File: config.mk
export PLATFORM = sky130hd
export DESIGN_NAME = dmem_arbiter
export DESIGN_NICKNAME = d
export VERILOG_FILES = /design/src/rtl/dmem_arbiter.sv
export SDC_FILE = /design/constraint.sdc
export NUM_CORES = 1
export LEC_CHECK = 0
export CORE_AREA = 2 2 123 125
export CTS_BUF_LIST = sky130_fd_sc_hd__clkbuf_8 sky130_fd_sc_hd__clkbuf_16
export DETAILED_ROUTE_END_ITERATION = 6
export DIE_AREA = 0 0 125 127
export HOLD_SLACK_MARGIN = 0.02
export MAX_ROUTING_LAYER = met4
export PLACE_DENSITY_LB_ADDON = 0.1
export REMOVE_ABC_BUFFERS = 1
export SYNTH_ARGS = -nofsm -noshare
export SYNTH_HDL_FRONTEND = slang
export SYNTH_SLANG_ARGS = --single-unit
File: constraint.sdc
create_clock -name clk -period 4 [get_ports clk]
set_clock_uncertainty 0.15 [all_clocks]
set_input_delay 1.2 -clock clk [delete_from_list [all_inputs] [get_ports clk]]
set_output_delay 1.2 -clock clk [all_outputs]
set_load 0.005 [all_outputs]
File: src/rtl/dmem_arbiter.sv
// dmem_arbiter: shares one word-addressed data memory between the pipeline
// MEM stage (m0) and a loader/debug master (m1). One access per cycle, grant
// is combinational, load data and misalignment errors come back one cycle
// after the grant.
module dmem_arbiter #(
    parameter int AW       = 32,
    parameter int DW       = 32,
    parameter int ARB_MODE = 0,
    parameter int CW       = 16
) (
    input  logic          clk,
    input  logic          rst,

    input  logic          m0_req,
    input  logic          m0_we,
    input  logic [AW-1:0] m0_addr,
    input  logic [DW-1:0] m0_wdata,
    output logic          m0_gnt,
    output logic          m0_rvalid,
    output logic [DW-1:0] m0_rdata,
    output logic          m0_err,

    input  logic          m1_req,
    input  logic          m1_we,
    input  logic [AW-1:0] m1_addr,
    input  logic [DW-1:0] m1_wdata,
    output logic          m1_gnt,
    output logic          m1_rvalid,
    output logic [DW-1:0] m1_rdata,
    output logic          m1_err,

    output logic [AW-1:0] mem_a,
    output logic          mem_we,
    output logic [DW-1:0] mem_wd,
    input  logic [DW-1:0] mem_rd,

    output logic [CW-1:0] conflict_cnt
);

    typedef enum logic {
        LAST_M0 = 1'b0,
        LAST_M1 = 1'b1
    } lastGnt_t;

    lastGnt_t      lastGnt_q, lastGnt_d;

    logic          m0Rvalid_q, m0Rvalid_d;
    logic [DW-1:0] m0Rdata_q,  m0Rdata_d;
    logic          m0Err_q,    m0Err_d;

    logic          m1Rvalid_q, m1Rvalid_d;
    logic [DW-1:0] m1Rdata_q,  m1Rdata_d;
    logic          m1Err_q,    m1Err_d;

    logic [CW-1:0] conflictCnt_q, conflictCnt_d;

    logic          anyGnt;
    logic          selWe;
    logic [AW-1:0] selAddr;
    logic [DW-1:0] selWdata;
    logic          aligned;
    logic          loadOk;

    // Grant decision: a lone request always wins; a tie goes to the port
    // opposite the last winner, or always to m0 in fixed-priority mode.
    always_comb begin
        m0_gnt = 1'b0;
        m1_gnt = 1'b0;
        if (!rst) begin
            if (m0_req && m1_req) begin
                if (ARB_MODE == 1) begin
                    m0_gnt = 1'b1;
                end else if (lastGnt_q == LAST_M1) begin
                    m0_gnt = 1'b1;
                end else begin
                    m1_gnt = 1'b1;
                end
            end else begin
                m0_gnt = m0_req;
                m1_gnt = m1_req;
            end
        end
    end

    // Steer the granted port onto the memory pins; a misaligned access is
    // still driven on A but never writes.
    always_comb begin
        anyGnt   = m0_gnt | m1_gnt;
        selWe    = m1_gnt ? m1_we    : m0_we;
        selAddr  = m1_gnt ? m1_addr  : m0_addr;
        selWdata = m1_gnt ? m1_wdata : m0_wdata;
        aligned  = (selAddr[1:0] == 2'b00);
        loadOk   = anyGnt & aligned & ~selWe;
        mem_a    = selAddr;
        mem_wd   = selWdata;
        mem_we   = anyGnt & aligned & selWe;
    end

    // Next-state for the grant history, the per-port responses and the
    // saturating conflict counter.
    always_comb begin
        lastGnt_d     = lastGnt_q;
        m0Rvalid_d    = m0_gnt & loadOk;
        m0Rdata_d     = m0Rdata_q;
        m0Err_d       = m0_gnt & ~aligned;
        m1Rvalid_d    = m1_gnt & loadOk;
        m1Rdata_d     = m1Rdata_q;
        m1Err_d       = m1_gnt & ~aligned;
        conflictCnt_d = conflictCnt_q;

        if (m0_gnt) begin
            lastGnt_d = LAST_M0;
        end else if (m1_gnt) begin
            lastGnt_d = LAST_M1;
        end

        if (m0_gnt && loadOk) begin
            m0Rdata_d = mem_rd;
        end
        if (m1_gnt && loadOk) begin
            m1Rdata_d = mem_rd;
        end

        if (m0_req && m1_req && (conflictCnt_q != {CW{1'b1}})) begin
            conflictCnt_d = conflictCnt_q + CW'(1);
        end
    end

    // State registers; reset makes m0 win the first tie and drops any
    // response still in flight.
    always_ff @(posedge clk) begin
        if (rst) begin
            lastGnt_q     <= LAST_M1;
            m0Rvalid_q    <= 1'b0;
            m0Rdata_q     <= '0;
            m0Err_q       <= 1'b0;
            m1Rvalid_q    <= 1'b0;
            m1Rdata_q     <= '0;
            m1Err_q       <= 1'b0;
            conflictCnt_q <= '0;
        end else begin
            lastGnt_q     <= lastGnt_d;
            m0Rvalid_q    <= m0Rvalid_d;
            m0Rdata_q     <= m0Rdata_d;
            m0Err_q       <= m0Err_d;
            m1Rvalid_q    <= m1Rvalid_d;
            m1Rdata_q     <= m1Rdata_d;
            m1Err_q       <= m1Err_d;
            conflictCnt_q <= conflictCnt_d;
        end
    end

    assign m0_rvalid    = m0Rvalid_q;
    assign m0_rdata     = m0Rdata_q;
    assign m0_err       = m0Err_q;
    assign m1_rvalid    = m1Rvalid_q;
    assign m1_rdata     = m1Rdata_q;
    assign m1_err       = m1Err_q;
    assign conflict_cnt = conflictCnt_q;

endmodule

### Word level (Yosys, flattened, before mapping)

Cells that the tools add are included.

| word-level totals | value |
|---|---|
| register bits after elaboration | 85 |
| latch bits | 0 |
| bits in writable memories | 0 |
| memory bits (read-only) | 0 |
| input bits | 166 |
| output and inout bits | 151 |
| word-level logic and storage cells | 37 |
| memories kept | 0 |

| cells by class | value |
|---|---|
| add/subtract/negate cells | 1 |
| multiply operators | 0 |
| div/mod/pow operators | 0 |
| order comparisons | 0 |
| eq/ne operators | 1 |
| shift-type cells | 0 |
| mux-type cells | 11 |
| bitwise logic cells | 10 |
| reduce and logical (&&, ||, !) cells | 6 |

Operator list:

| operator | count |
|---|---|
| 32-bit two-way mux | 2 |
| 16-bit by 1-bit adder with 16-bit output (second input constant) | 1 |
| 16-bit inequality test (second input constant) | 1 |
| 1-bit two-way mux | 9 |
| 1-bit AND | 7 |
| 1-bit logical AND | 4 |
| 2-bit zero test | 1 |
| 1-bit NOT | 2 |
| 2-bit nonzero test | 1 |
| 1-bit bitwise OR | 1 |

### Longest topological paths before layout

Gate-level depths: netlist (run 1).

| depth | value |
|---|---|
| depth in word-level cells | 8 |
| gate-level depth with buffers | 7 |

### Least setup slack after synthesis (run 1)

No wires, ideal clock.

| timing | value |
|---|---|
| path type | input port to output port |
| start | input port m0_req |
| end | output port mem_a[16] |
| arrival time | 2.439 ns |
| required time | 2.650 ns |
| setup slack | 0.211 ns |
| stages on the path | 6 |
| path buffers | 3 |
| path through | buf_4 a21bo_2 nor2_1 buf_2 buf_4 mux2_2 |

| between the ends | value |
|---|---|
| longest elaborated chain between the ends | 4 |

RTL lines:

| element | RTL line | text |
|---|---|---|
| start, declared | 14 | `input logic m0_req,` |
| 1-bit logical AND | 70 | `if (m0_req && m1_req) begin` |
| 1-bit two-way mux | 70 |  |
| 1-bit two-way mux | 69 | `if (!rst) begin` |
| 32-bit two-way mux | 90 | `selAddr = m1_gnt ? m1_addr : m0_addr;` |
| end, declared | 32 | `output logic [AW-1:0] mem_a,` |

No other way between the ends.

### Worst setup path in the final report (run 1)

| timing | value |
|---|---|
| start | input port m0_req |
| end | output port mem_wd[9] |

| between the ends | value |
|---|---|
| longest elaborated chain between the ends | 4 |

RTL lines:

| element | RTL line | text |
|---|---|---|
| 1-bit logical AND | 70 |  |
| 1-bit two-way mux | 70 |  |
| 1-bit two-way mux | 69 |  |
| 32-bit two-way mux | 91 | `selWdata = m1_gnt ? m1_wdata : m0_wdata;` |
| end, declared | 34 | `output logic [DW-1:0] mem_wd,` |

No other way between the ends.

==> results.json, run 1 <==
{
  "status": "complete, no violations",
  "syn_area_sq_mm": 0.004066,
  "crit_family": "buffers and inverters",
  "routed_wl_um": 17640,
  "worstSetupStartpointType": "input pin",
  "grt_pass1_vias": 4486,
  "placed_cells": 936,
  "crit_type": "input pin to output port",
  "antenna_found_initial": 0,
  "die_area_sq_mm": 0.01588,
  "final_antenna_net_count": 0,
  "drc": 0,
  "cts_made_buffers": 9,
  "cts_tree": "built",
  "tightestPinTransition_ns": 0.8836,
  "fmax_ghz": 0.2509,
  "grt_max_degree": 85,
  "end_kind": "output port",
  "power.density_mw_per_mm2": 269.3,
  "synth_top_area_cell": "dfxtp_1",
  "ys_ff_latch": 85,
  "synth_commonest_cells": "dfxtp_1 (85), nand2_1 (79), mux2_2 (67), nor2_1 (42), a21oi_1 (41)",
  "rows": 44,
  "die_h_um": 127,
  "die_x_um": 125,
  "design.core.area_sq_mm": 0.01442,
  "htree_levels": 3,
  "drive_gt1_share_pct": 21.08,
  "cp_max_fo": 11,
  "wl_per_cell_um": 18.34,
  "cp.required_ns": 2.65,
  "clock-sinks": 85,
  "async_flop_share_pct": 0,
  "stdcell_count": 962,
  "finalPower_uw": 2123,
  "max_slew_margin_pct": 41.09,
  "n_antenna_cell": 0,
  "worstPathArrival_ns": 2.63,
  "first_pass_iters": 4,
  "synth_enable_flop_cells": 0,
  "ios": 317,
  "grt.total_usage_pct": 21.60,
  "cts_root_buf": "clkbuf_16",
  "clock_latency_ns": 0.34,
  "io_buffer_count": 316,
  "setup_viol": 0,
  "ys_warn_count": 0,
  "final_nets": 940,
  "yosysUniqueCellTypes": 36,
  "synthFlopType": "dfxtp_1",
  "ys_top_cells_by_area": "dfxtp_1 (42%), mux2_2 (19%), mux2i_1 (8.1%)",
  "clkTransAtPathRegs_ns": 0.07,
  "grt.overflow.total": 0,
  "drt_iter0_markers": 163,
  "dpl.hpwl_um": 14130,
  "vias": 4505,
  "final-hold-violation-count": 0,
  "final_max_slew_viol_count": 0,
  "power_leakage_uw": 0.003183,
  "yosysMostFrequentCell": "dfxtp_1",
  "grt_pass1_wl_um": 25620,
  "start_util_pct": 28.19,
  "path_cells": "clkdlybuf4s15_2 > a21bo_4 > nor2_4 > buf_6 > buf_12 > mux2_2 > dlygate4sd2_1",
  "via_per_inst": 4.683,
  "syn2layout_area_growth_pct": 93.85,
  "synthCells": 443,
  "min_period_ns": 3.985,
  "cts.path.max_buffers": 2,
  "avgSynthCellArea_sq_um": 9.179,
  "period_share_pct": 99.62,
  "max_cap_viol_count": 0,
  "vdd_drop_max_mv": 0.1682,
  "crit_path_top_delay_cell": "mux2_2",
  "yosysTopAreaCellShare_pct": 41.85,
  "gp_congestion": 0.9761,
  "slowest_delay_ns": 0.32,
  "crit_buf_inv": 4,
  "ys_seq_area_share_pct": 41.85,
  "rsz0062_at_grt": "true",
  "hp-class": "register to register"
}
-- metal layers --
| metal | global-route usage [%] | vias to the layer above | wire length [um] |
|---|---|---|---|
| li1 | - | 2211 | - |
| met1 | 23.27 | 2069 | 6752 |
| met2 | 37.56 | 191 | 9036 |
| met3 | 5.821 | 34 | 1214 |
| met4 | 9.412 | 0 | 637 |
| met5 | - | - | 0 |
-- path summary, 6_finish.rpt --
path	start	slack, ns	cells after the start	end
max	m0_req	0.02	7	mem_wd[9]
min	m1_rdata[6]	0.30	2	m1_rdata[6]
max reg2reg	conflict_cnt[0]	2.02	5	conflict_cnt[10]
min reg2reg	m1_rdata[6]	0.30	2	m1_rdata[6]
-- cell usage in the layout, fill, tap and decap left out, types with 4 or more instances in the layout --
| cell | n |
|---|---|
| clkdlybuf4s50_1 | 247 |
| dfxtp_1 | 85 |
| nand2_1 | 79 |
| mux2_2 | 61 |
| nor2_1 | 41 |
| a21oi_1 | 41 |
| mux2i_1 | 33 |
| buf_2 | 29 |
| clkdlybuf4s15_1 | 16 |
| buf_4 | 16 |
| clkbuf_16 | 10 |
| dlygate4sd2_1 | 10 |
| or3_1 | 7 |
| nand3_1 | 7 |
| clkbuf_2 | 7 |
| mux2_4 | 6 |
| inv_1 | 6 |
| o21ai_0 | 6 |
| nor3_1 | 5 |
| clkdlybuf4s15_2 | 5 |
| buf_12 | 5 |
| buf_8 | 5 |
| and4_1 | 4 |
| o31ai_1 | 4 |
-- cells by family (layout without fill, tap and decap cells) --
| logic type | count (synthesis) | count (layout) | synth area share (%) |
|---|---|---|---|
| AND/OR/NAND/NOR | 161 | 161 | 18.43 |
| buffers and inverters | 33 | 368 | 3.815 |
| multiplexers | 100 | 100 | 26.68 |
| flip-flops | 85 | 85 | 41.85 |
| adder cells (fa/ha/maj) | 1 | 1 | 0.3076 |
| AO/OA/AOI/OAI | 63 | 63 | 8.923 |
-- power breakdown --
group	switching, uW	internal (uW)	total [uW]
clock network	380	443	823
logic	144	293	437
registers	6.89	856	863
-- per-stage QoR --
| step | worst slack, ns | util [%] | hold slack, ns | instance area, sq um | TNS, ns |
|---|---|---|---|---|---|
| floorplan | -2.116 | - | 0.2967 | 3934 | -138.11 |
| global placement | -0.5936 | 52.19 | 0.2914 | 7528 | -35.63 |
| detailed placement | -0.6046 | 52.19 | 0.2959 | 7528 | -35.92 |
| CTS | -0.04435 | 54.68 | 0.3061 | 7888 | -0.2984 |
| global route | -0.04482 | 54.65 | 0.3249 | 7883 | -0.4168 |
| finish | 0.01510 | 54.65 | 0.3041 | 7883 | 0 |
-- cell type report --
class / instances / area [sq um]
inverters: 6 / 22.52
fillers: 1320 / 6541
multi-input cells: 325 / 2263
clock buffers: 9 / 225.2
well taps: 184 / 230.2
clock inverters: 7 / 73.82
repair buffers: 346 / 3366
flip-flops and latches: 85 / 1702
-- timing repair --
action | in CTS | in global routing
setup buffers | 7 | 0
resized for setup | 203 | 23
endpoints found under the setup margin | 67 | 55
pin swaps | 2 | 3
hold buffers | 0 | 0
cloned | 3 | 1
-- worst min-delay path, stage by stage (launching register included) --
cell and delay, ns:
dfxtp_1 0.31, nand2_1 0.05, a21oi_1 0.05
-- sequential cells by signal, summed over array words and instances (netlist names) --
signal,count
m0_rdata,32
m1_rdata,32
conflict_cnt,16
lastGnt_q,1
m0_err,1
m0_rvalid,1
m1_err,1
m1_rvalid,1
Power figures use the tool's default switching activity.
==> run 2, diff against run 1 <==
--- a/config.mk
+++ b/config.mk
@@ -9,10 +9,12 @@
 export CTS_BUF_LIST = sky130_fd_sc_hd__clkbuf_8 sky130_fd_sc_hd__clkbuf_16
 export DETAILED_ROUTE_END_ITERATION = 6
 export DIE_AREA = 0 0 125 127
+export GPL_TIMING_DRIVEN = 0
 export HOLD_SLACK_MARGIN = 0.02
 export MAX_ROUTING_LAYER = met4
 export PLACE_DENSITY_LB_ADDON = 0.1
 export REMOVE_ABC_BUFFERS = 1
+export SLEW_MARGIN = 0
 export SYNTH_ARGS = -nofsm -noshare
 export SYNTH_HDL_FRONTEND = slang
 export SYNTH_SLANG_ARGS = --single-unit
==> run 2 against run 1 <==
Net effect: the flow now finishes with violations (negative setup slack); combinational power rose by 7.8%; power increased by 4.8%; hold slack worse by 0.0012 ns; utilization up 2.3 points; wire length rose by 1.6%; sequential share of layout area fell by 0.89 points; non-clock buffer count rose by 1; critical path type unchanged; critical endpoint is now mem_we; largest cell class unchanged; highest routed layer unchanged.
==> results.json, run 2 (synthesized netlist as in run 1, its figures left out) <==
{
  "status": "complete, but fails checks",
  "violations": "negative setup slack",
  "stdcell_count": 964,
  "drive_gt1_share_pct": 18.97,
  "hp-class": "register to register",
  "worstSetupStartpointType": "input pin",
  "layout_common_cells": "clkdlybuf4s50_1 (247), dfxtp_1 (85), nand2_1 (79)",
  "combPwrFrac_pct": 21.2,
  "end_kind": "output port",
  "cp_max_fo": 3,
  "reg2reg_depth": 5,
  "min_period_ns": 4.049,
  "final_nets": 942,
  "grt_max_degree": 45,
  "setup_viol": 8,
  "cts-hold-fix-buffers": 0,
  "cts_root_buf": "clkbuf_16",
  "drt_iter0_markers": 157,
  "n_fill_cell": 1276,
  "intPower_uw": 1726,
  "p_clk_share_pct": 40.0,
  "htree_levels": 3,
  "period_share_pct": 101.2,
  "rows": 44,
  "crit_type": "input pin to output port",
  "final-hold-violation-count": 0,
  "path_cells": "buf_8 > a21bo_4 > nor2_4 > buf_12 > buf_12 > buf_16 > or3_4 > a221oi_2 > buf_2",
  "max_slew_margin_pct": 45.55,
  "worstPathArrival_ns": 2.70,
  "design.core.area_sq_mm": 0.01442,
  "n_antenna_cell": 0,
  "first_pass_iters": 4,
  "die_x_um": 125,
  "clock_latency_ns": 0.33,
  "start_util_pct": 28.19,
  "placed_cells": 919,
  "routed_wl_um": 17920,
  "dpl.hpwl_um": 13520,
  "power.switching_uw": 499.2,
  "wl_per_cell_um": 18.59,
  "tightestPinTransition_ns": 0.8159,
  "whs_ns": 0.3028,
  "fin_util_pct": 56.99,
  "power_leakage_uw": 0.003406,
  "gp_congestion": 0.9680,
  "via_per_inst": 4.763,
  "final_antenna_net_count": 0,
  "die_area_sq_mm": 0.01588,
  "io_buffer_count": 316,
  "grt.overflow.total": 0,
  "syn2layout_area_growth_pct": 102.2,
  "cp-endpoint": "mem_we",
  "seqCellArea_sq_mm": 0.001702,
  "grt_pass1_wl_um": 26690,
  "antenna_found_initial": 0,
  "r2r_end": "m1_rdata[8]",
  "vdd_drop_max_mv": 0.2078,
  "grt_pass1_vias": 4755,
  "cts_made_buffers": 9,
  "clock-sinks": 85,
  "cpMostUsedCell": "buf_12",
  "r2r_slack_ns": 1.22,
  "grt.total_usage_pct": 22.28,
  "slowest_delay_ns": 0.33,
  "clkTransAtPathRegs_ns": 0.06,
  "crit_start": "m1_req",
  "die_h_um": 127,
  "ios": 317,
  "swShare_pct": 22.43,
  "multiInputGateArea_sq_mm": 0.002288,
  "rsz0062_at_grt": "true",
  "cts.path.max_buffers": 2,
  "crit_path_top_delay_cell": "or3_4",
  "worstReg2RegStart": "lastGnt_q",
  "setup_slack_ns": -0.04893,
  "drc": 0,
  "cp.required_ns": 2.65,
  "vias": 4592,
  "layout_commonest_cell": "clkdlybuf4s50_1",
  "fmax_ghz": 0.2470,
  "final_max_slew_viol_count": 0,
  "power.density_mw_per_mm2": 270.7,
  "cts_tree": "built",
  "max_cap_viol_count": 0,
  "pwr-share-seq_pct": 38.8
}
-- run 2: changes by cell type in the layout (fill, tap and decap cells not counted), moves of 2 or more --
cell             previous run  this run
inv_8                       2         0
bufinv_16                   0         2
dlymetal6s2s_1              0        17
buf_12                      5         9
buf_8                       5         2
inv_6                       3         1
clkinvlp_4                  0         3
buf_2                      29         2
buf_6                       3        11
buf_16                      2         5
clkdlybuf4s15_2             5         2
dlygate4sd2_1              10         7
clkdlybuf4s15_1            16        23
buf_4                      16        13
-- run 2: metrics by stage --
step                      setup TNS, ns  area, sq um  total power [uW]  setup slack, ns
after floorplan                 -138.11         3934             985.6           -2.116
after global placement          -625.43         7327              1318           -6.567
after detailed placement         -98.70         7423              1317           -1.327
after CTS                       -0.5377         8083              2240          -0.1056
after global routing            -0.6114         8220              2314          -0.1156
final                           -0.1522         8220              2226         -0.04893
-- run 2: layout make-up --
class                           count  share of cell area (%)
Timing Repair Buffer              347                   44.41
Multi-Input combinational cell    326                   27.84
Sequential cell                    85                   20.70
Tap cell                          184                   2.801
Clock buffer                        9                   2.740
Clock inverter                      7                   1.187
Inverter                            6                  0.3196
-- run 2: critical path, delay by kind of cell --
family | cells | cell delay [ns]
AOI/OAI and AO/OA | 2 | 0.48
buffers and inverters | 5 | 0.63
and+or+nand+nor | 2 | 0.38
-- run 2: how the worst min path moves through the flow --
stage / cells past startpoint / end / from
CTS: 2 / m1_rdata[5] / m1_rdata[5]
finish: 2 / m1_rdata[5] / m1_rdata[5]
floorplan: 2 / m1_rdata[0] / m1_rdata[0]
global route: 2 / m1_rdata[5] / m1_rdata[5]
global placement: 2 / m1_rdata[6] / m1_rdata[6]
detailed placement: 2 / m1_rdata[5] / m1_rdata[5]
-- run 2: power by group through the flow --
stage	sequential [uW]	clock (uW)	combinational (uW)
final	863	891	471
after global routing	864	951	499
after CTS	863	914	463
after detailed placement	882	0	435
after global placement	881	0	436
after floorplan	882	0	104
-- run 2: what timing repair did --
action	4_1_cts	5_1_grt
cloned	5	0
resized for setup	131	53
pin swaps	5	3
setup buffers	16	9
endpoints found under the setup margin	100	46
-- run 2: routing by layer --
metal | wire length (um) | part of all wire, % | track usage (%)
met1 | 6866 | 38 | 24.43
met2 | 9138 | 51 | 38.52
met3 | 1179 | 6.6 | 5.402
met4 | 736 | 4.1 | 10.00
met5 | 0 | 0 | -
==> run 3, diff against run 2 <==
--- a/config.mk
+++ b/config.mk
@@ -12,7 +12,7 @@
 export GPL_TIMING_DRIVEN = 0
 export HOLD_SLACK_MARGIN = 0.02
 export MAX_ROUTING_LAYER = met4
-export PLACE_DENSITY_LB_ADDON = 0.1
+export PLACE_DENSITY = 0.76
 export REMOVE_ABC_BUFFERS = 1
 export SLEW_MARGIN = 0
 export SYNTH_ARGS = -nofsm -noshare
==> run 3 against run 2 <==
Net effect: the flow now finishes without violations; clock power increased by 2.7%; wire length is 1.2% higher; combinational power shrank 3%; power is 0.35% higher; setup slack better by 0.050 ns; die area unchanged; critical path depth fell by 1; maximum frequency is 1.2% higher; non-clock buffer count shrank 2; utilization is 0.89 points lower; hold slack barely moved; largest cell class unchanged.
==> results.json, run 3 (synthesized netlist as in run 1, its figures left out) <==
{
  "grt.total_usage_pct": 22.53,
  "power.density_mw_per_mm2": 276.0,
  "routed_wl_um": 18140,
  "final-hold-violation-count": 0,
  "cp.depth": 8,
  "io_buffer_count": 316,
  "period_share_pct": 99.98,
  "cp_max_fo": 11,
  "first_pass_iters": 5,
  "finalPower_uw": 2233,
  "crit_buf_inv": 5,
  "tightestPinTransition_ns": 0.8750,
  "final_antenna_net_count": 0,
  "worstPathArrival_ns": 2.65,
  "whs_ns": 0.3030,
  "wl_per_cell_um": 18.84,
  "grt_busiest_layer": "met2",
  "r2r_slack_ns": 1.63,
  "drive_gt1_share_pct": 19.41,
  "final_area_sq_mm": 0.008092,
  "cp.required_ns": 2.65,
  "grt_pass1_vias": 4458,
  "drt_iter0_markers": 183,
  "path_cells": "buf_12 > a21bo_4 > nor2_4 > buf_12 > buf_12 > buf_12 > mux2_2 > dlygate4sd2_1",
  "die_h_um": 127,
  "crit_path_top_delay_cell": "mux2_2",
  "stdcell_count": 963,
  "cpMostUsedCell": "buf_12",
  "worstReg2RegStart": "lastGnt_q",
  "final_max_slew_viol_count": 0,
  "cts_made_buffers": 9,
  "layout_commonest_cell": "clkdlybuf4s50_1",
  "placed_area_sq_mm": 0.007411,
  "die_area_sq_mm": 0.01588,
  "min_path_cells": 2,
  "fin_setup_tns_ns": 0,
  "max_slew_margin_pct": 41.64,
  "drc": 0,
  "worstSetupStartpointType": "input pin",
  "cts_root_buf": "clkbuf_16",
  "antenna_found_initial": 1,
  "hold_start": "m1_rdata[9]",
  "hp-class": "register to register",
  "max_cap_viol_count": 0,
  "crit_family": "buffers and inverters",
  "clock-sinks": 85,
  "slowest_delay_ns": 0.33,
  "grt_max_degree": 45,
  "reg2reg_depth": 6,
  "grt_pass1_wl_um": 26580,
  "multiInputGateArea_sq_mm": 0.002273,
  "syn2layout_area_growth_pct": 98.98,
  "via_per_inst": 4.771,
  "r2r_end": "m1_rdata[20]",
  "status": "complete, no violations",
  "use_met2_pct": 40.95,
  "n_fill_cell": 1347,
  "placed_cells": 919,
  "seqCellArea_sq_mm": 0.001702,
  "ios": 317,
  "final_nets": 940,
  "setup_viol": 0,
  "start_util_pct": 28.19,
  "design.core.area_sq_mm": 0.01442,
  "power_leakage_uw": 0.003370,
  "rows": 44,
  "grt.overflow.total": 0,
  "htree_levels": 3,
  "cts.path.max_buffers": 2,
  "die_x_um": 125,
  "clock_latency_ns": 0.34,
  "met3_usage_pct": 6.281,
  "gp_congestion": 0.8929,
  "clkTransAtPathRegs_ns": 0.07,
  "met1_usage_pct": 23.06,
  "vias": 4594,
  "cts_tree": "built",
  "fmax_ghz": 0.2500,
  "dpl.hpwl_um": 13230,
  "layout_common_cells": "clkdlybuf4s50_1 (248), dfxtp_1 (85), nand2_1 (79)",
  "min_to": "m1_rdata[9]",
  "vdd_drop_max_mv": 0.2045,
  "crit_type": "input pin to output port",
  "min_period_ns": 3.999,
  "end_kind": "output port"
}
-- run 3: cell count changes in the layout (fill, tap and decap cells not counted), sizes merged, moves of 2 or more --
cell	before	now
buf	42	44
clkbuf	17	21
clkdlybuf4s15	25	1
clkinvlp	3	1
dlygate4sd2	7	26
dlymetal6s2s	17	13
inv	6	9
-- run 3: layout make-up --
class / count / area share [%]
antenna: 1 / 0.03093
clock buffer: 9 / 2.783
clock inverter: 7 / 1.268
inverter: 6 / 0.2783
multi-input combinational: 325 / 28.10
sequential: 85 / 21.03
tap: 184 / 2.845
timing repair buffer: 345 / 43.61
timing repair inverter: 1 / 0.06185
-- run 3: metrics by stage --
stage	worst slack, ns	util, %
finish	0.0006977	56.10
global placement	-6.759	50.80
CTS	-0.1309	55.89
floorplan	-2.116	-
global route	-0.03522	56.10
detailed placement	-1.144	51.38
-- run 3: report_power, final --
part | internal (uW) | switching, uW
sequential | 856 | 7.53
clock | 556 | 359
combinational | 309 | 146
total | 1720 | 513
-- run 3: worst max-delay path by stage --
stage	from	to	slack, ns
after floorplan	m1_req	mem_we	-2.12
after global placement	rst	mem_we	-6.76
after detailed placement	m0_req	m1_rdata[17]	-1.14
after CTS	m0_req	mem_a[2]	-0.13
after global routing	m0_req	mem_wd[24]	-0.04
final	m0_req	mem_wd[24]	0.0007
-- run 3: what timing repair did --
| action | in CTS | in global routing |
|---|---|---|
| resized for setup | 140 | 45 |
| hold buffers | 0 | 0 |
| setup endpoints to repair | 100 | 43 |
| pin swaps | 2 | 2 |
| buffers inserted | 20 | 4 |
| cloned | 5 | 1 |
-- run 3: tightest hold or removal path, delay by kind of cell, from the launching register on --
family             cells  cell delay, ns
DFF                    1            0.31
and+or+nand+nor        1            0.05
AOI/OAI and AO/OA      1            0.05
-- run 3: per-layer routing --
layer / part of all wire (%) / vias to the layer above / routed length [um]
li1: - / 2216 / -
met1: 35 / 2135 / 6415
met2: 54 / 204 / 9792
met3: 7.2 / 39 / 1303
met4: 3.5 / 0 / 629
met5: 0 / - / 0
